--- src/rtl/mem_dump_pkg.sv ---
// rtl/mem_dump_pkg.sv - shared types and constants for the memory dump engine
// Optional feature macro: MEM_DUMP_CHECKSUM_EN (adds the SEND_CK state).
package mem_dump_pkg;

  localparam int WORD_W = 16;
  localparam int BYTE_W = 8;

  typedef enum logic [2:0] {
    IDLE    = 3'd0,
    HOLD    = 3'd1,
    READ    = 3'd2,
    WAIT    = 3'd3,
    SEND_HI = 3'd4,
    SEND_LO = 3'd5,
`ifdef MEM_DUMP_CHECKSUM_EN
    SEND_CK = 3'd7,
`endif
    FINISH  = 3'd6
  } dump_state_t;

  // Byte that brings the running sum of all emitted bytes to zero mod 256.
  function automatic logic [BYTE_W-1:0] ck_negate(input logic [BYTE_W-1:0] sum);
    return ~sum + 1'b1;
  endfunction

endpackage

--- src/rtl/mem_dump_if.sv ---
// rtl/mem_dump_if.sv - memory read port plus outgoing byte stream of the dump engine
// master = dump engine side, slave = memory / byte sink side.
interface mem_dump_if #(
  parameter int ADDR_W = 5
) ();
  import mem_dump_pkg::*;

  logic              mem_rd_en;
  logic [ADDR_W-1:0] mem_addr;
  logic [WORD_W-1:0] mem_rdata;
  logic [BYTE_W-1:0] tx_data;
  logic              tx_valid;
  logic              tx_ready;

  modport master (
    output mem_rd_en, mem_addr, tx_data, tx_valid,
    input  mem_rdata, tx_ready
  );

  modport slave (
    input  mem_rd_en, mem_addr, tx_data, tx_valid,
    output mem_rdata, tx_ready
  );

endinterface

--- src/rtl/mem_dump_byte_tx_reg.sv ---
// rtl/mem_dump_byte_tx_reg.sv - single-entry output byte register with valid/ready hold
// A load always wins over a same-cycle handshake so back-to-back bytes need no bubble.
module byte_tx_reg
  import mem_dump_pkg::*;
(
  input  logic              clk,
  input  logic              rst,
  input  logic              load,
  input  logic [BYTE_W-1:0] load_data,
  input  logic              ready,
  output logic [BYTE_W-1:0] data,
  output logic              valid
);

  always_ff @(posedge clk or negedge rst) begin
    if (!rst) begin
      valid <= 1'b0;
      data  <= '0;
    end else if (load) begin
      valid <= 1'b1;
      data  <= load_data;
    end else if (valid && ready) begin
      valid <= 1'b0;
    end
  end

endmodule

--- src/rtl/mem_dump.sv ---
// rtl/mem_dump.sv - holds the CPU and streams its word memory out as bytes, high byte first
// Optional feature macro: MEM_DUMP_CHECKSUM_EN appends a two's-complement checksum byte.
module mem_dump
  import mem_dump_pkg::*;
#(
  parameter int MEMORY_SIZE = 32
) (
  input  logic clk,
  input  logic rst,
  input  logic start,
  output logic cpu_hold,
  output logic busy,
  output logic done,
  mem_dump_if.master bus
);

  localparam int ADDR_W = (MEMORY_SIZE > 1) ? $clog2(MEMORY_SIZE) : 1;
  localparam logic [ADDR_W-1:0] LAST_ADDR = ADDR_W'(MEMORY_SIZE - 1);

  dump_state_t       state;
  logic [ADDR_W-1:0] addr;
  logic [ADDR_W-1:0] mem_addr;
  logic              mem_rd_en;
  logic [BYTE_W-1:0] word_lo;
  logic              tx_load;
  logic [BYTE_W-1:0] tx_load_data;
  logic [BYTE_W-1:0] tx_data;
  logic              tx_valid;
  logic              hs;
  logic              last_word;
`ifdef MEM_DUMP_CHECKSUM_EN
  logic [BYTE_W-1:0] sum;
`endif

  assign hs            = tx_valid & bus.tx_ready;
  assign last_word     = (addr == LAST_ADDR);
  assign busy          = (state != IDLE);
  assign bus.mem_rd_en = mem_rd_en;
  assign bus.mem_addr  = mem_addr;
  assign bus.tx_data   = tx_data;
  assign bus.tx_valid  = tx_valid;

  // The high byte goes straight from the read data into the output register,
  // so only the low byte of the word needs buffering.
  always_comb begin
    tx_load      = 1'b0;
    tx_load_data = '0;
    case (state)
      WAIT: begin
        tx_load      = 1'b1;
        tx_load_data = bus.mem_rdata[WORD_W-1:BYTE_W];
      end
      SEND_HI: begin
        if (hs) begin
          tx_load      = 1'b1;
          tx_load_data = word_lo;
        end
      end
`ifdef MEM_DUMP_CHECKSUM_EN
      SEND_LO: begin
        if (hs && last_word) begin
          tx_load      = 1'b1;
          tx_load_data = ck_negate(sum + tx_data);
        end
      end
`endif
      default: ;
    endcase
  end

  byte_tx_reg u_tx (
    .clk       (clk),
    .rst       (rst),
    .load      (tx_load),
    .load_data (tx_load_data),
    .ready     (bus.tx_ready),
    .data      (tx_data),
    .valid     (tx_valid)
  );

  always_ff @(posedge clk or negedge rst) begin
    if (!rst) begin
      state     <= IDLE;
      addr      <= '0;
      mem_addr  <= '0;
      mem_rd_en <= 1'b0;
      cpu_hold  <= 1'b0;
      done      <= 1'b0;
      word_lo   <= '0;
`ifdef MEM_DUMP_CHECKSUM_EN
      sum       <= '0;
`endif
    end else begin
      done      <= 1'b0;
      mem_rd_en <= 1'b0;
      case (state)
        IDLE: begin
          if (start) begin
            state    <= HOLD;
            addr     <= '0;
            cpu_hold <= 1'b1;
`ifdef MEM_DUMP_CHECKSUM_EN
            sum      <= '0;
`endif
          end
        end
        HOLD: begin
          state     <= READ;
          mem_rd_en <= 1'b1;
          mem_addr  <= addr;
        end
        READ: state <= WAIT;
        WAIT: begin
          word_lo <= bus.mem_rdata[BYTE_W-1:0];
          state   <= SEND_HI;
        end
        SEND_HI: begin
          if (hs) begin
            state <= SEND_LO;
`ifdef MEM_DUMP_CHECKSUM_EN
            sum   <= sum + tx_data;
`endif
          end
        end
        SEND_LO: begin
          if (hs) begin
`ifdef MEM_DUMP_CHECKSUM_EN
            sum <= sum + tx_data;
`endif
            if (last_word) begin
`ifdef MEM_DUMP_CHECKSUM_EN
              state <= SEND_CK;
`else
              state <= FINISH;
              done  <= 1'b1;
`endif
            end else begin
              addr      <= addr + 1'b1;
              mem_addr  <= addr + 1'b1;
              mem_rd_en <= 1'b1;
              state     <= READ;
            end
          end
        end
`ifdef MEM_DUMP_CHECKSUM_EN
        SEND_CK: begin
          if (hs) begin
            state <= FINISH;
            done  <= 1'b1;
          end
        end
`endif
        FINISH: begin
          cpu_hold <= 1'b0;
          state    <= IDLE;
        end
        default: state <= IDLE;
      endcase
    end
  end

endmodule

--- src/flat_wrapper.sv ---
// flat-port wrapper written by rule: the top's interface ports become plain ports
module mem_dump_flat import mem_dump_pkg::*;
#(
  parameter int MEMORY_SIZE = 32
)
  (clk, rst, start, cpu_hold, busy, done, bus_mem_rd_en, bus_mem_addr, bus_tx_data, bus_tx_valid, bus_mem_rdata, bus_tx_ready);
  mem_dump_if #(.ADDR_W(5)) bus_i ();
  input  logic clk;
  input  logic rst;
  input  logic start;
  output logic cpu_hold;
  output logic busy;
  output logic done;
  output wire logic [$bits(bus_i.mem_rd_en)-1:0] bus_mem_rd_en;
  output wire logic [$bits(bus_i.mem_addr)-1:0] bus_mem_addr;
  output wire logic [$bits(bus_i.tx_data)-1:0] bus_tx_data;
  output wire logic [$bits(bus_i.tx_valid)-1:0] bus_tx_valid;
  input wire logic [$bits(bus_i.mem_rdata)-1:0] bus_mem_rdata;
  input wire logic [$bits(bus_i.tx_ready)-1:0] bus_tx_ready;
  assign bus_mem_rd_en = bus_i.mem_rd_en;
  assign bus_mem_addr = bus_i.mem_addr;
  assign bus_tx_data = bus_i.tx_data;
  assign bus_tx_valid = bus_i.tx_valid;
  assign bus_i.mem_rdata = bus_mem_rdata;
  assign bus_i.tx_ready = bus_tx_ready;
  mem_dump #(.MEMORY_SIZE(MEMORY_SIZE)) u_core (.clk(clk), .rst(rst), .start(start), .cpu_hold(cpu_hold), .busy(busy), .done(done), .bus(bus_i));
endmodule
--- config.mk ---
export PLATFORM = sky130hd
export DESIGN_NAME = mem_dump_flat
export DESIGN_NICKNAME = d
export VERILOG_FILES = /design/src/rtl/mem_dump_pkg.sv /design/src/rtl/mem_dump_if.sv /design/src/rtl/mem_dump_byte_tx_reg.sv /design/src/rtl/mem_dump.sv /design/src/flat_wrapper.sv
export SDC_FILE = /design/constraint.sdc
export NUM_CORES = 1
export LEC_CHECK = 0
export ABC_AREA = 0
export ABC_CLOCK_PERIOD_IN_PS = 2400
export CAP_MARGIN = 10
export CORE_ASPECT_RATIO = 1.5
export CORE_UTILIZATION = 48
export CTS_CLUSTER_SIZE = 30
export DETAILED_ROUTE_END_ITERATION = 12
export PLACE_DENSITY = 0.85
export SETUP_SLACK_MARGIN = 0.15
export SKIP_CTS_REPAIR_TIMING = 1
export SLEW_MARGIN = 20
export SYNTH_ARGS = -nofsm -noshare
export SYNTH_HDL_FRONTEND = slang
export SYNTH_SLANG_ARGS = --single-unit
--- constraint.sdc ---
create_clock -name clk -period 2.4 [get_ports clk]
set_input_delay 0.72 -clock clk [delete_from_list [all_inputs] [get_ports clk]]
set_output_delay 0.72 -clock clk [all_outputs]
set_load 0.03 [all_outputs]
# Yosys cells after proc, flatten, opt, wreduce, memory -nomap -nowiden
# Index checks and enable logic that the tools add are counted.
dict set report classes {
  n_addsub 1
  n_eq_ne 11
  mux 24
  bitwise 1
  reduce_logical 11
}
# op count
set ops {}
lappend ops {{one-hot mux 5 bit (2 select lines)} 2}
lappend ops {{one-hot mux 3 bit (6 select lines)} 1}
lappend ops {{one-hot mux 8 bit (2 select lines)} 1}
lappend ops {{2-to-1 mux 5 bit} 3}
lappend ops {{2-to-1 mux 3 bit} 4}
lappend ops {{equality test 3 bit, second input constant} 3}
lappend ops {{2-to-1 mux 1 bit} 9}
lappend ops {{2-to-1 mux 8 bit} 1}
lappend ops {{nonzero test 2 bit} 4}
lappend ops {{equality test 3 x 2 -> 1 bit, second input constant} 2}
lappend ops {{one-hot mux 1 bit (2 select lines)} 3}
lappend ops {{AND reduction 3 bit} 2}
lappend ops {{adder 5 x 1 -> 5 bit, second input constant} 1}
lappend ops {{equality test 5 bit, second input constant} 1}
lappend ops {{!= test 2 x 1 -> 1 bit, second input constant} 2}
lappend ops {{!= test 2 bit, second input constant} 2}
lappend ops {{AND reduction 4 bit} 1}
lappend ops {{equality test 3 x 1 -> 1 bit, second input constant} 1}
lappend ops {{zero test 3 bit} 1}
lappend ops {{nonzero test 3 bit} 1}
lappend ops {{AND reduction 2 bit} 1}
lappend ops {{AND 1 bit} 1}
lappend ops {{logical AND 1 bit} 1}
dict set report word_totals {
  ff_bits 33
  in_bits 20
  output_inout_bits 18
}

# Longest topological paths before layout
# Gate-level depths: netlist (run 1).
dict set report depth {
  depth_word 4
  depth_mapped 6
  ltp_nobuf 6
}

# Hierarchy
# From an unflattened synthesis (run 1), not the netlist that was laid out.
dict set report hier_totals {
  hier_cells 134
  hier_area_um2 1600.3
}
# module instances cells_per_inst area_per_inst_um2 seq_area_each_um2
set modules_own_cells {}
lappend modules_own_cells {mem_dump 1 114 1231.2 600.6}
lappend modules_own_cells {byte_tx_reg 1 20 369.1 225.2}

# Worst setup path before layout (run 1)
# No wires, ideal clock.
dict set report synth_path {
  kind {flip-flop to flip-flop}
  from {register u_core.addr[0]}
  to {register u_core.mem_addr[1], in the netlist u_core.bus.mem_addr[1]}
  arrival_time_ns 2.030
  required_time_ns 2.275
  slack_ns 0.246
  path_stages_with_launch 7
  path_cell_list {dfrtp_1 > ha_1 > and3_1 > ha_1 > nand3b_1 > a211oi_2 > mux2_2}
}
dict set report synth_via {
  elab_chain_cells 4
  elab_cells_between_ends 7
  classes_between {add/sub: 1; eq/ne: 2; mux: 3; reduce/logical: 1}
}
# item line_no
set synth_lines {}
lappend synth_lines {{start: declaration} mem_dump.sv:21} ;# logic [ADDR_W-1:0] addr;
lappend synth_lines {{start signal: assignment} mem_dump.sv:138} ;# addr <= addr + 1'b1;
lappend synth_lines {{adder 5 x 1 -> 5 bit} mem_dump.sv:139} ;# mem_addr <= addr + 1'b1;
lappend synth_lines {{2-to-1 mux 5 bit} mem_dump.sv:130} ;# if (last_word) begin
lappend synth_lines {{2-to-1 mux 5 bit} mem_dump.sv:126} ;# if (hs) begin
lappend synth_lines {{one-hot mux 5 bit (2 select lines)} mem_dump.sv:96} ;# case (state)
lappend synth_lines {{end signal: assignment} mem_dump.sv:110} ;# mem_addr <= addr;
lappend synth_lines {{end signal: assignment} mem_dump.sv:139}
lappend synth_lines {{end: declaration} mem_dump.sv:22} ;# logic [ADDR_W-1:0] mem_addr;
# Parallel ways exist; a longest one is shown, timed or not. The select of a mux whose other input is x is not followed.
# A chain may end at the register's enable or synchronous reset.

# Worst setup path in the final report (run 1)
# Same ends and word-level chain as after synthesis.

==> results.ini, run 1 <==
[global_route]
grt_use_total_pct = 23.4
grt_max_degree = 34
grt_antenna_before_repair = 0
grt-ovfl-total = 0
grt_pass1_wl_um = 5500
grt_pass1_vias = 1177

[placed_design]
place_congestion = 0.825
hpwlAfterDp_um = 2350
port_buffers = 37
place_area_um2 = 1970
dpl.cell_count = 202
dp_slack_ns = -0.00249

[yosys]
synth_seq_cells = 33
avgSynthCellArea_um2 = 12.2
synth-seq-area-share_pct = 53.6
synth.distinct_cells = 34
synth_fp_nets = 149
syn_area_um2 = 1540
ys_warn_count = 0
netlist_instances = 126

[drt]
drc = 0
initialDrtViolationCount = 43
wl_per_cell_um = 15.2
dr.pass1.iters = 4
wirelength_um = 3220
vias = 1127
routed.top_layer = met4
dr_wl_met3_um = 114
via_per_inst = 5.32
drt-met1-wl_um = 1350
met2_length_um = 1670
ant_nets = 0

[die]
die_y_um = 71.4
ios = 38
coreArea_um2 = 2970
dieArea_um2 = 3440
die_x_um = 48.3
initial_core_util_pct = 51.8
core.rowCount = 24

[sta]
tightest_slew_ns = 0.756
skew_ns = 0.0110
post-route-period-util_pct = 90.7
fin_setup_tns_ns = 0
slew_headroom_pct = 49.2
rsz0062_at_grt = false
clock.fmax_ghz = 0.459
setup_viol = 0
final.setup.worst_slack_ns = 0.223
finalHoldViolations = 0
period_minus_slack_ns = 2.18
slew_violations = 0

[layout]
layout_common_cells = clkdlybuf4s50_1 (36), dfrtp_1 (32), mux2_2 (15)
antennaDiodeCount = 0
layout-drive-gt1-share_pct = 19.7
areaGrowthSynthToFinish_pct = 34.5
final_nets = 195
final_cells = 212
post-route-cell-area_um2 = 2070
layout_commonest_cell = clkdlybuf4s50_1

[critical_path]
cp_slowest_cell = dfrtp_1
cp.buffers_inverters = 1
crit_path_start_kind = register
crit_path_max_incr_delay_ns = 0.42
critPathArrivalTime_ns = 2.34
cp_top_family = adder cells
critPathKind = register to register
worstSetupEndpointType = register
crit_path_cell_trace = ha_1 > and3_1 > ha_1 > nand3b_1 > a211oi_2 > buf_4 > mux2_2
cp_max_fo = 6
cp.required_ns = 2.57
crit_path_frequent_cell = ha_1

[cts]
clkSinkCount = 33
cts-root-buf = clkbuf_8
cts_max_path_buffers = 2
path_clk_slew_ns = 0.07
clock_latency_ns = 0.29
numCtsBuffers = 5
htreeDepth = 2
cts_tree = yes

[job]
cap_violations = 0

[power]
sw_frac_of_total_pct = 38.1
p_switching_w = 0.000910
pwr-share-comb_pct = 45.0
power_frac_seq_pct = 38.0
p_clk_share_pct = 17.0
internal-power_w = 0.00148
vdd_drop_max_uv = 874
leakagePower_nw = 0.892
cellPowerDensity_nw_per_um2 = 1150

[outcome]
outcome = completed

[min_path]
hp-class = register to register

final cells by class:
| class | instances | area [um2] |
|---|---|---|
| clock inverters | 2 | 10.0 |
| multi-input cells | 78 | 647 |
| well taps | 39 | 48.8 |
| repair buffers | 45 | 433 |
| fillers | 208 | 901 |
| clock buffers | 6 | 72.6 |
| inverters | 9 | 33.8 |
| flip-flops and latches | 33 | 827 |
registers in the layout, indices dropped and copies added, names as in the netlist:
signal	cells
u_core.u_tx.data	8
u_core.bus.mem_addr	5
u_core.addr	5
u_core.cpu_hold	1
u_core.u_tx.valid	1
u_core.word_lo	8
u_core.state	3
u_core.bus.mem_rd_en	1
u_core.done	1
stage by stage:
step | total power (W) | util, % | hold WS (ns)
finish | 0.00239 | 69.7 | 0.507
global route | 0.00253 | 69.7 | 0.527
CTS | 0.00239 | 69.1 | 0.511
detailed placement | 0.00198 | 66.3 | 0.493
global placement | 0.00193 | 66.3 | 0.484
floorplan | 0.00157 | - | 0.424
power by group through the flow:
stage                     logic (W)  registers (W)  clock network (W)
after CTS                   0.00106       0.000909           0.000418
after global placement      0.00102       0.000904                  0
after global routing        0.00116       0.000934           0.000433
after floorplan            0.000499        0.00107                  0
final                       0.00107       0.000907           0.000406
after detailed placement    0.00106       0.000914                  0
cell usage after synthesis (all sizes together):
master	number	area, um2
nand4	1	6.26
dfrtp	33	826
a21oi	1	5.00
nand2b	1	6.26
mux2i	3	30.0
a221o	8	80.1
buf	4	26.3
inv	9	33.8
nor4	1	12.5
a2111o	1	11.3
and3b	1	8.76
o221ai	1	8.76
a21o	1	7.51
o211ai	1	7.51
or4b	1	10.0
and2	8	50.1
a41oi	1	16.3
nand3	4	20.0
ha	3	37.5
o21bai	1	7.51
o21ai	6	30.0
xnor2	3	26.3
a211o	1	8.76
nand2	4	15.0
nand3b	2	15.0
clkbuf	2	7.51
and3	1	6.26
o31ai	1	7.51
a211oi	2	20.0
nand4b	1	8.76
mux2	15	169
nor2	4	15.0
final timing paths:
| kind | slack (ns) | to | depth (start not counted) | start |
|---|---|---|---|---|
| max | 0.22 | u_core.bus.mem_addr[1] | 7 | u_core.addr[0] |
| min reg2reg | 0.51 | u_core.u_tx.data[3] | 1 | u_core.word_lo[3] |
| min | 0.51 | u_core.u_tx.data[3] | 1 | u_core.word_lo[3] |
| max in group asynchronous | 1.25 | u_core.state[0] | 2 | rst |
| max reg2reg | 0.22 | u_core.bus.mem_addr[1] | 7 | u_core.addr[0] |
| min in group asynchronous | 0.82 | u_core.bus.mem_addr[0] | 2 | rst |
kinds of logic (layout without fill, tap and decap cells):
| logic type | after synthesis | in the layout | share of synthesized area, % |
|---|---|---|---|
| AO/OA/AOI/OAI | 25 | 25 | 13.6 |
| XOR/XNOR | 3 | 3 | 1.71 |
| adder cells (fa/ha/maj) | 3 | 3 | 2.44 |
| buffers and inverters | 15 | 62 | 4.39 |
| flip-flops | 33 | 33 | 53.6 |
| multiplexers | 18 | 18 | 12.9 |
| AND/OR/NAND/NOR | 29 | 29 | 11.3 |
layer usage:
layer	vias up	track usage, %
met1	544	28.5
met5	-	0
met4	0	10.8
met3	6	6.05
li1	545	-
met2	32	37.0
(Power assumes the default switching activity.)
==> run 2, diff against run 1 <==
CORE_ASPECT_RATIO = 1.4   (was 1.5)
HOLD_SLACK_MARGIN = 0.15   (was unset)
==> run 2 against run 1 <==
  * Non-clock buffer count decreased by 1
  * Setup slack barely moved
  * Hold slack improved by 0.0020 ns
  * Critical path depth decreased by 6
  * Global-route usage down 2.1 points
  * Sequential cell count unchanged
  * Design area rose by 1.2%
  * Clock skew down 0.0048 ns
  * Sequential power fell by 1%
  * Clock power is 34% higher
  * Sequential share of layout area is 0.54 points lower
==> results.ini, run 2 (synthesis results as in run 1) <==
[outcome]
outcome = completed

[critical_path]
cp_slowest_cell = clkdlybuf4s50_1
reg2reg_slack_ns = 0.27
worstSetupEndpointType = primary output
crit_path_max_incr_delay_ns = 0.72
reg2reg_depth = 7
critPathKind = register to primary output
crit_path_cell_trace = clkdlybuf4s50_1
reg2reg_to = u_core.bus.mem_addr[2]
rr_startpoint = u_core.addr[0]
crit_end = bus_tx_valid
crit_path_start_kind = register
cp_top_family = buffers and inverters
cp_max_fo = 6
cp.buffers_inverters = 1
startpoint = u_core.u_tx.valid
cp.required_ns = 1.68
cp.depth = 1
critPathArrivalTime_ns = 1.46

[drt]
via_per_inst = 5.63
initialDrtViolationCount = 23
dr.pass1.iters = 4
drc = 0
ant_nets = 0
wirelength_um = 3300
vias = 1188
wl_per_cell_um = 15.7

[sta]
setup_viol = 0
tightest_slew_ns = 0.758
slew_headroom_pct = 49.1
fin_setup_tns_ns = 0
holdWs_ns = 0.509
post-route-period-util_pct = 90.7
finalHoldViolations = 0
period_minus_slack_ns = 2.18
final.setup.worst_slack_ns = 0.223
slew_violations = 0
rsz0062_at_grt = false
skew_ns = 0.00622
clock.fmax_ghz = 0.459

[cts]
cts-root-buf = clkbuf_8
clock_latency_ns = 0.29
htreeDepth = 2
cts_max_path_buffers = 2
path_clk_slew_ns = 0.07
numCtsBuffers = 5
clkSinkCount = 33
cts_tree = yes

[layout]
areaGrowthSynthToFinish_pct = 36.1
final_nets = 194
n_fill_cell = 240
layout-drive-gt1-share_pct = 18.6
top_regs = u_core.u_tx.data (8), u_core.word_lo (8)
antennaDiodeCount = 0
regArea_um2 = 826
final_cells = 211
layout_common_cells = clkdlybuf4s50_1 (36), dfrtp_1 (33), mux2_2 (15)
layout_commonest_cell = clkdlybuf4s50_1
multi_input_area_um2 = 647

[die]
die_y_um = 69.0
dieArea_um2 = 3440
core.rowCount = 24
ios = 38
die_x_um = 49.9
coreArea_um2 = 3090
initial_core_util_pct = 49.8

[global_route]
use_met3_pct = 6.84
grt_pass1_wl_um = 5510
use_met2_pct = 39.6
grt_pass1_vias = 1281
grt_max_degree = 34
grt.met1_usage_pct = 21.6
grt-busiest-layer = met2
grt-ovfl-total = 0
grt_use_total_pct = 21.3
grt_antenna_before_repair = 0

[placed_design]
dp_slack_ns = 0.0380
dpl.cell_count = 203
hpwlAfterDp_um = 2470
port_buffers = 37
place_congestion = 0.860

[power]
leakagePower_nw = 0.901
cellPowerDensity_nw_per_um2 = 1210
vdd_drop_max_uv = 855

[min_path]
hp-class = register to register

[job]
cap_violations = 0

[run 2: cell types whose count changed in the layout (fill, tap and decap cells not counted)]
cell / change
clkbuf_8: +1
o21ai_0: -1
dfrtp_2: -1
dfrtp_1: +1
bufinv_16: +1
buf_4: -1
clkinv_2: -2
o21ai_1: +1
[run 2: worst min-delay path by stage]
stage                      startpoint                endpoint  slack (ns)  depth (start not counted)
2_1_floorplan                     rst          u_core.addr[0]        0.42                          0
3_3_place_gp        u_core.word_lo[0]     u_core.u_tx.data[0]        0.49                          1
3_5_place_dp        u_core.word_lo[0]       u_core.word_lo[0]        0.50                          1
4_1_cts             u_core.word_lo[0]     u_core.u_tx.data[0]        0.51                          1
5_1_grt             u_core.word_lo[0]     u_core.u_tx.data[0]        0.51                          1
6_report       u_core.bus.mem_addr[3]  u_core.bus.mem_addr[3]        0.51                          1
[run 2: metal layers]
layer | vias up | part of all wire [%]
li1 | 547 | -
met1 | 593 | 37
met2 | 45 | 56
met3 | 3 | 6.0
met4 | 0 | 1.2
met5 | - | 0
[run 2: power breakdown]
group | internal, W | total [W] | switching (W)
Sequential | 0.000760 | 0.000897 | 0.000137
Combinational | 0.000507 | 0.00108 | 0.000577
Clock | 0.000338 | 0.000546 | 0.000207
Total | 0.00161 | 0.00253 | 0.000922
[run 2: layout make-up]
cell class	instances	share of cell area, %
well taps	39	2.33
clock buffers	7	4.12
inverters	9	1.61
flip-flops and latches	33	39.4
multi-input cells	78	30.8
clock inverters	1	1.43
repair buffers	44	20.3
[run 2: metrics by stage]
step	utilization [%]	power [W]	instance area, um2
after floorplan	-	0.00157	1540
after global placement	64.0	0.00194	1980
after detailed placement	64.0	0.00199	1980
after CTS	67.7	0.00255	2090
after global routing	67.8	0.00264	2100
final	67.8	0.00253	2100
==> run 3, diff against run 2 <==
CAP_MARGIN = unset   (was 10)
CORE_UTILIZATION = 45   (was 48)
PLACE_DENSITY = 0.81   (was 0.85)
==> run 3 against run 2 <==
  * Die area is 6.4% higher
  * Count of clock-buffer cells in the layout stayed put
  * Register-to-register slack better by 0.02 ns
  * Design area is 1.4% lower
  * Non-clock buffer count stayed put
  * Critical path depth stayed put
  * Hold slack better by 0.0048 ns
  * Clock skew is 0.0026 ns lower
  * Cell count is 0.47% lower
  * Critical path type unchanged
==> results.ini, run 3 (synthesis results as in run 1) <==
[outcome]
outcome = completed

[critical_path]
worstSetupEndpointType = primary output
rr_startpoint = u_core.addr[0]
critPathKind = register to primary output
cp_slowest_cell = clkdlybuf4s50_1
cp.buffers_inverters = 1
cp_top_family = buffers and inverters
reg2reg_depth = 7
crit_path_max_incr_delay_ns = 0.71
crit_path_cell_trace = clkdlybuf4s50_1
reg2reg_to = u_core.bus.mem_addr[4]
critPathArrivalTime_ns = 1.45
cp_max_fo = 6
reg2reg_slack_ns = 0.29
crit_path_start_kind = register
cp.required_ns = 1.68

[drt]
via_per_inst = 5.60
ant_nets = 0
dr.pass1.iters = 4
initialDrtViolationCount = 21
vias = 1175
drc = 0
wl_per_cell_um = 15.4
wirelength_um = 3240

[sta]
fin_setup_tns_ns = 0
tightest_slew_ns = 0.789
finalHoldViolations = 0
rsz0062_at_grt = false
skew_ns = 0.00363
slew_violations = 0
setup_viol = 0
clock.fmax_ghz = 0.461
post-route-period-util_pct = 90.5
period_minus_slack_ns = 2.17
slew_headroom_pct = 47.0

[die]
dieArea_um2 = 3660
die_y_um = 71.2
core.rowCount = 24
coreArea_um2 = 3180
die_x_um = 51.4
initial_core_util_pct = 48.4
ios = 38

[layout]
top_regs = u_core.u_tx.data (8), u_core.word_lo (8)
layout_common_cells = clkdlybuf4s50_1 (36), dfrtp_1 (33), mux2_2 (15)
layout_commonest_cell = clkdlybuf4s50_1
post-route-util_pct = 64.9
antennaDiodeCount = 0
final_nets = 194
layout-drive-gt1-share_pct = 18.1
areaGrowthSynthToFinish_pct = 34.2

[min_path]
hp-class = register to register
hold_path_end = u_core.u_tx.data[3]
worstHoldStart = u_core.word_lo[3]
min_path_cells = 1

[power]
leakagePower_nw = 0.887
vdd_drop_max_uv = 750
cellPowerDensity_nw_per_um2 = 1160

[cts]
clock_latency_ns = 0.29
path_clk_slew_ns = 0.06
cts-root-buf = clkbuf_8
cts_max_path_buffers = 2
cts_tree = yes
numCtsBuffers = 5
clkSinkCount = 33
htreeDepth = 2

[placed_design]
port_buffers = 37
place_congestion = 0.845
hpwlAfterDp_um = 2430

[global_route]
grt_max_degree = 34
grt_use_total_pct = 21.1
grt_antenna_before_repair = 0
grt_pass1_vias = 1264
grt-ovfl-total = 0
grt_pass1_wl_um = 5710

[job]
cap_violations = 0

run 3: how the worst max path moves through the flow:
| stage | slack [ns] | start | cells past startpoint | endpoint |
|---|---|---|---|---|
| 3_5_place_dp | 0.01 | bus_tx_ready | 5 | u_core.addr[0] |
| 6_report | 0.23 | u_core.u_tx.valid | 1 | bus_tx_valid |
| 3_3_place_gp | 0.07 | start | 4 | u_core.addr[0] |
| 4_1_cts | 0.08 | u_core.state[1] | 3 | busy |
| 5_1_grt | 0.16 | bus_tx_ready | 4 | u_core.u_tx.data[5] |
| 2_1_floorplan | 0.25 | u_core.addr[0] | 6 | u_core.bus.mem_addr[1] |
run 3: per-stage QoR:
step                instances  worst slack, ns  hold slack, ns  total power [W]  instance area, um2
CTS                       210           0.0757           0.512          0.00241                2060
global placement          203           0.0740           0.485          0.00194                1980
floorplan                 126            0.246           0.424          0.00157                1540
finish                    210            0.229           0.513          0.00239                2070
detailed placement        203           0.0114           0.493          0.00199                1980
global route              210            0.162           0.524          0.00253                2070
run 3: power breakdown:
group / switching [W] / internal [W] / total (W)
combinational: 0.000571 / 0.000507 / 0.00108
sequential: 0.000136 / 0.000760 / 0.000897
clock: 0.000191 / 0.000227 / 0.000419
total: 0.000899 / 0.00149 / 0.00239
run 3: cell type report:
class	count	area [um2]
Timing Repair Buffer	44	425
Multi-Input combinational cell	78	647
Tap cell	39	48.8
Fill cell	262	1120
Clock buffer	7	86.3
Sequential cell	33	826
Inverter	9	33.8
run 3: per-layer routing:
layer	share of wire [%]	vias up	GRT usage (%)	wire length [um]
met5	0	-	0	0
met4	2.5	0	9.01	80
met3	5.4	10	6.16	175
met2	51	45	35.2	1660
met1	41	572	25.0	1320
li1	-	548	-	-
==> edit 1 (flow settings as in run 3) <==
The 7 states of `dump_state_t` get a one-hot encoding in 7 bits.
--- a/src/rtl/mem_dump_pkg.sv
+++ b/src/rtl/mem_dump_pkg.sv
@@ -5,17 +5,17 @@
   localparam int WORD_W = 16;
   localparam int BYTE_W = 8;
 
-  typedef enum logic [2:0] {
-    IDLE    = 3'd0,
-    HOLD    = 3'd1,
-    READ    = 3'd2,
-    WAIT    = 3'd3,
-    SEND_HI = 3'd4,
-    SEND_LO = 3'd5,
+  typedef enum logic [6:0] {
+    IDLE    = 7'b0000001,
+    HOLD    = 7'b0000010,
+    READ    = 7'b0000100,
+    WAIT    = 7'b0001000,
+    SEND_HI = 7'b0010000,
+    SEND_LO = 7'b0100000,
 `ifdef MEM_DUMP_CHECKSUM_EN
     SEND_CK = 3'd7,
 `endif
-    FINISH  = 3'd6
+    FINISH  = 7'b1000000
   } dump_state_t;
 
   // Byte that brings the running sum of all emitted bytes to zero mod 256.
Check against the original RTL: no difference found for any inputs over 10 cycles, from zero or initial values and one cycle with rst low; not proved beyond that.
==> edit 1 against run 3 <==
First-iteration DRC count grew to 2.6 times the old value. Fmax shrank 1.4%. Sequential cell count grew 4. Design area increased by 17%. Power is 3.0% lower. Worst setup slack lost 0.030 ns. Non-clock buffer count up 4. Routed wire length rose by 22%. Area after synthesis rose by 17%. Die area increased by 16%.
==> edit 1: results (changes against run 3) <==
[synthesis]
synth.avg_cell_area_um2=10.2  ; -16%
ys_top_cells_by_area=dfrtp_1 50%, nand2_1 7.7%, a22oi_1 3.3%
synth_cell_type_count=39  ; +15%
synthTopCellsByCount=37 x nand2_1, 36 x dfrtp_1, 11 x o21ai_0, 8 x a22oi_1

[critical_path]
arrival_ns=2.38  ; +0.93 ns
slowest_delay_ns=0.55  ; -0.16 ns
slowest_stage=or4_1
worstPathMaxFanout=9  ; +3

[place]
dp_hpwl_um=2780  ; +15%
dp_cells=257  ; +27%
dpl_cell_area_mm2=0.00227  ; +15%

[global_route]
grt_pass1_wl_um=6620  ; +16%
use_met1_pct=22.5  ; -2.5 points
grtUsageMet2_pct=34.5  ; -0.75 points
grt_usage_pct=20.0  ; -1.2 points
use_met3_pct=5.73  ; -0.42 points
grt_max_degree=38  ; +12%
grt_pass1_vias=1493  ; +18%

[power]
peakVddDrop_mv=0.705  ; -6.0%
p_leak_nw=1.17  ; +32%

[final_layout]
largestRegisters=u_core.u_tx.data: 8 flops, u_core.word_lo: 8 flops, u_core.state: 7 flops
fin_nets=246  ; +27%
drive_gt1_share_pct=14.3  ; -3.8 points
layout.cells.non_filler=265  ; +26%

[drt]
via_per_inst=5.60  ; about the same
wl_per_cell_um=14.9  ; -3.6%
drt_iter0_drc=55  ; +160%

[sta]
max_slew.worst_pin.slew_ns=0.799  ; +0.0101 ns
finalClockSkew_ns=0.00531  ; +0.00168 ns

[status]
status=finished, final reports clean

==> edit 1: changes by cell type in the layout (fill, tap and decap cells not counted), sizes merged, moves of 5 or more <==
cell	run 3	this run
a221o	8	0
mux2	15	8
a22oi	0	8
nand2	4	37
and2	8	1
buf	7	12
o21ai	6	11
and3	1	7
==> edit 1: cell type report <==
class	count	area [um2]
Fill cell	314	1320
Sequential cell	37	927
Multi-Input combinational cell	123	822
Timing Repair Buffer	48	450
Clock buffer	5	68.8
Clock inverter	3	68.8
Tap cell	42	52.6
Inverter	7	31.3
==> edit 1: per-layer routing <==
metal	wire, um	vias to the layer above
li1	-	722
met1	1590	717
met2	2120	41
met3	189	4
met4	41	0
met5	0	-
==> edit 1: through the flow <==
| step | TNS [ns] | setup slack (ns) |
|---|---|---|
| finish | 0 | 0.199 |
| global route | 0 | 0.131 |
| CTS | -0.252 | -0.252 |
| detailed placement | 0 | 0.0736 |
| global placement | 0 | 0.0882 |
| floorplan | 0 | 0.155 |
==> edit 1: cell families after synthesis <==
logic type                 synth area share, %
muxes                                     5.97
AOI/OAI and AO/OA                         14.4
DFF                                       51.4
and+or+nand+nor                           20.1
buffers and inverters                     3.82
xor gates and xnor gates                  1.46
adders and majority gates                 2.78
==> edit 1: path summary, 6_finish.rpt <==
path	start	endpoint	slack, ns	cells past startpoint
min in group asynchronous	rst	u_core.u_tx.data[0]$_DFFE_PN0P_	0.51	1
worst min-delay path	u_core.word_lo[1]$_DFFE_PN0N_	u_core.word_lo[1]$_DFFE_PN0N_	0.48	2
worst min register to register	u_core.word_lo[1]$_DFFE_PN0N_	u_core.word_lo[1]$_DFFE_PN0N_	0.48	2
worst max register to register	u_core.state[2]$_DFFE_PN0P_	u_core.bus.mem_addr[1]$_DFFE_PN0P_	0.20	5
max in group asynchronous	rst	u_core.state[6]$_DFFE_PN0P_	1.39	1
worst max-delay path	u_core.state[2]$_DFFE_PN0P_	u_core.bus.mem_addr[1]$_DFFE_PN0P_	0.20	5
==> edit 1: power by group <==
part           leakage (nW)  total [mW]  internal (mW)  switching, mW
Combinational         0.655       0.793          0.361          0.432
Clock                0.0687       0.651          0.418          0.233
Sequential            0.443       0.879          0.782         0.0965
==> edit 1: critical path: cells and delay by family (launching register included) <==
| kind | cells | cell delay, ns |
|---|---|---|
| mux | 2 | 0.58 |
| buf+inv | 1 | 0.10 |
| flops | 1 | 0.45 |
| simple gates | 2 | 0.95 |
==> edit 2 (config.mk and constraints of run 3) <==
Without the edit above. Make the reset (`rst`) synchronous in 2 clocked blocks.
--- a/src/rtl/mem_dump_byte_tx_reg.sv
+++ b/src/rtl/mem_dump_byte_tx_reg.sv
@@ -12,7 +12,7 @@
   output logic              valid
 );
 
-  always_ff @(posedge clk or negedge rst) begin
+  always_ff @(posedge clk) begin
     if (!rst) begin
       valid <= 1'b0;
       data  <= '0;
--- a/src/rtl/mem_dump.sv
+++ b/src/rtl/mem_dump.sv
@@ -78,7 +78,7 @@
     .valid     (tx_valid)
   );
 
-  always_ff @(posedge clk or negedge rst) begin
+  always_ff @(posedge clk) begin
     if (!rst) begin
       state     <= IDLE;
       addr      <= '0;
Formal check against the unedited RTL: differs if rst is asserted again (counterexample within 4 cycles, from zero or initial values and one cycle with rst low); with rst held inactive, the same outputs for 10 cycles.
==> edit 2 against run 3 <==
Sequential share of layout area fell by 7.2 points. Area after synthesis fell by 2.1%. Critical path type unchanged. Non-clock buffer count fell by 2. Routed wire length rose by 8.6%. Sequential cell count did not move. Clock skew barely moved. Die area fell by 2.0%. Worst setup slack improved by 0.033 ns. Design area fell by 2.5%.
Power is not compared: it rests on default switching activity, and its combinational part moved more than twofold at a synthesized area within 25%.
==> edit 2: results (changes against run 3) <==
[worst_hold_path]
hold_depth=2  ; +1
worstHoldStart=u_core.word_lo[3]$_SDFFE_PN0N_
min_to=u_core.word_lo[3]$_SDFFE_PN0N_

[global_route]
grt_pass1_vias=1271  ; +0.55%
grt_usage_pct=21.7  ; +0.59 points
grt_pass1_wl_um=5800  ; +1.6%
grtUsageMet2_pct=38.0  ; +2.8 points
use_met1_pct=23.6  ; -1.4 points
use_met3_pct=6.75  ; +0.60 points
grt_max_degree=18  ; -47%

[drt]
drt-total-wl_um=3520  ; +8.6%
wl_per_cell_um=14.3  ; -7.7%
via_per_inst=5.33  ; -4.7%
drt_iter0_drc=50  ; +140%

[status]
status=finished, final reports clean

[critical_path]
arrival_ns=1.42  ; -0.03 ns
r2r_cells=7  ; unchanged
rr_startpoint=u_core.addr[0]$_SDFFE_PN0P_
rr_endpoint=u_core.bus.mem_addr[1]$_SDFFE_PN0P_
cp_top_family=buffers and inverters
r2r_setup_slack_ns=0.37  ; +0.08 ns

[clocking]
root_buffer=clkbuf_8
cts-buffers-inserted=5  ; unchanged

[sta]
finalClockSkew_ns=0.00391  ; +0.000285 ns
timing.slew.headroom_pct=65.5  ; +19 points

[synthesis]
ys_top_cells_by_area=dfxtp_1 44%, nand2_1 8.5%, a22oi_1 5.0%
seq_area_frac_synth_pct=43.8  ; -9.8 points
ys_async_sr_fraction_pct=0  ; -100 points
synthTopCellsByCount=34 x nand2_1, 33 x dfxtp_1, 14 x a21oi_1, 10 x a22oi_1, 10 x nor2_1
synth_cell_type_count=42  ; +24%
synthesis.nets=189  ; +27%
syn_inst=166  ; +32%

[place]
place.gp.congestion=0.890  ; +5.3%
dp_cells=239  ; +18%
dp_hpwl_um=2470  ; +1.7%

[final_layout]
n_antenna_cell=0  ; unchanged
fin_nets=230  ; +19%
fillers=262  ; unchanged
drive_gt1_share_pct=11.5  ; -6.6 points

==> edit 2: layer usage <==
metal | part of all wire [%] | routed length, um | vias to the layer above
li1 | - | - | 657
met1 | 42 | 1480 | 607
met2 | 51 | 1800 | 46
met3 | 5.2 | 183 | 7
met4 | 1.7 | 59 | 0
met5 | 0 | 0 | -
==> edit 2: cells by family after synthesis <==
group / synth area share, %
buffers and inverters: 5.56
xor gates and xnor gates: 2.32
AOI/OAI and AO/OA: 21.8
DFF: 43.8
and+or+nand+nor: 23.3
muxes: 0.664
adders and majority gates: 2.49
==> edit 2: worst reg2reg max path, cell delays in order, from the launching register on <==
cell and delay (ns):
dfxtp_1 0.35, ha_1 0.25, and3_1 0.19, ha_1 0.20
nand3b_1 0.21, a21oi_2 0.41, nor2_1 0.08, a311oi_1 0.25
==> edit 2: how the worst max path moves through the flow <==
stage	start	to	slack, ns	cells past startpoint
3_3_place_gp	bus_tx_ready	u_core.bus.mem_addr[4]$_SDFFE_PN0P_	0.22	5
4_1_cts	u_core.state[2]$_SDFFE_PN0P_	busy	0.12	2
5_1_grt	u_core.u_tx.valid$_SDFFE_PN0P_	bus_tx_valid	0.19	1
6_report	u_core.u_tx.valid$_SDFFE_PN0P_	bus_tx_valid	0.26	1
3_5_place_dp	bus_tx_ready	u_core.bus.mem_addr[1]$_SDFFE_PN0P_	0.12	5
2_1_floorplan	u_core.addr[0]$_SDFFE_PN0P_	u_core.bus.mem_addr[4]$_SDFFE_PN0P_	0.64	8
==> edit 2: metrics by stage <==
step / area [um2] / setup WS [ns] / hold WS, ns / util [%]
finish: 2020 / 0.263 / 0.457 / 63.9
global placement: 1900 / 0.224 / 0.442 / 60.2
CTS: 2010 / 0.118 / 0.457 / 63.8
global route: 2020 / 0.191 / 0.477 / 63.9
detailed placement: 1900 / 0.117 / 0.448 / 60.2
floorplan: 1510 / 0.637 / 0.435 / -
==> edit 2: power breakdown <==
part | leakage [nW] | switching (mW) | total [mW] | internal (mW)
combinational | 0.439 | 0.142 | 0.259 | 0.118
clock | 0.0585 | 0.194 | 0.532 | 0.338
sequential | 0.268 | 0.0154 | 0.592 | 0.576
==> edit 2: layout make-up <==
class,count,area (um2),share of cell area [%]
Clock buffer,7,86.3,4.28
Clock inverter,1,30.0,1.49
Inverter,4,16.3,0.807
Multi-Input combinational cell,121,763,37.9
Sequential cell,33,661,32.8
Tap cell,39,48.8,2.42
Timing Repair Buffer,42,410,20.4
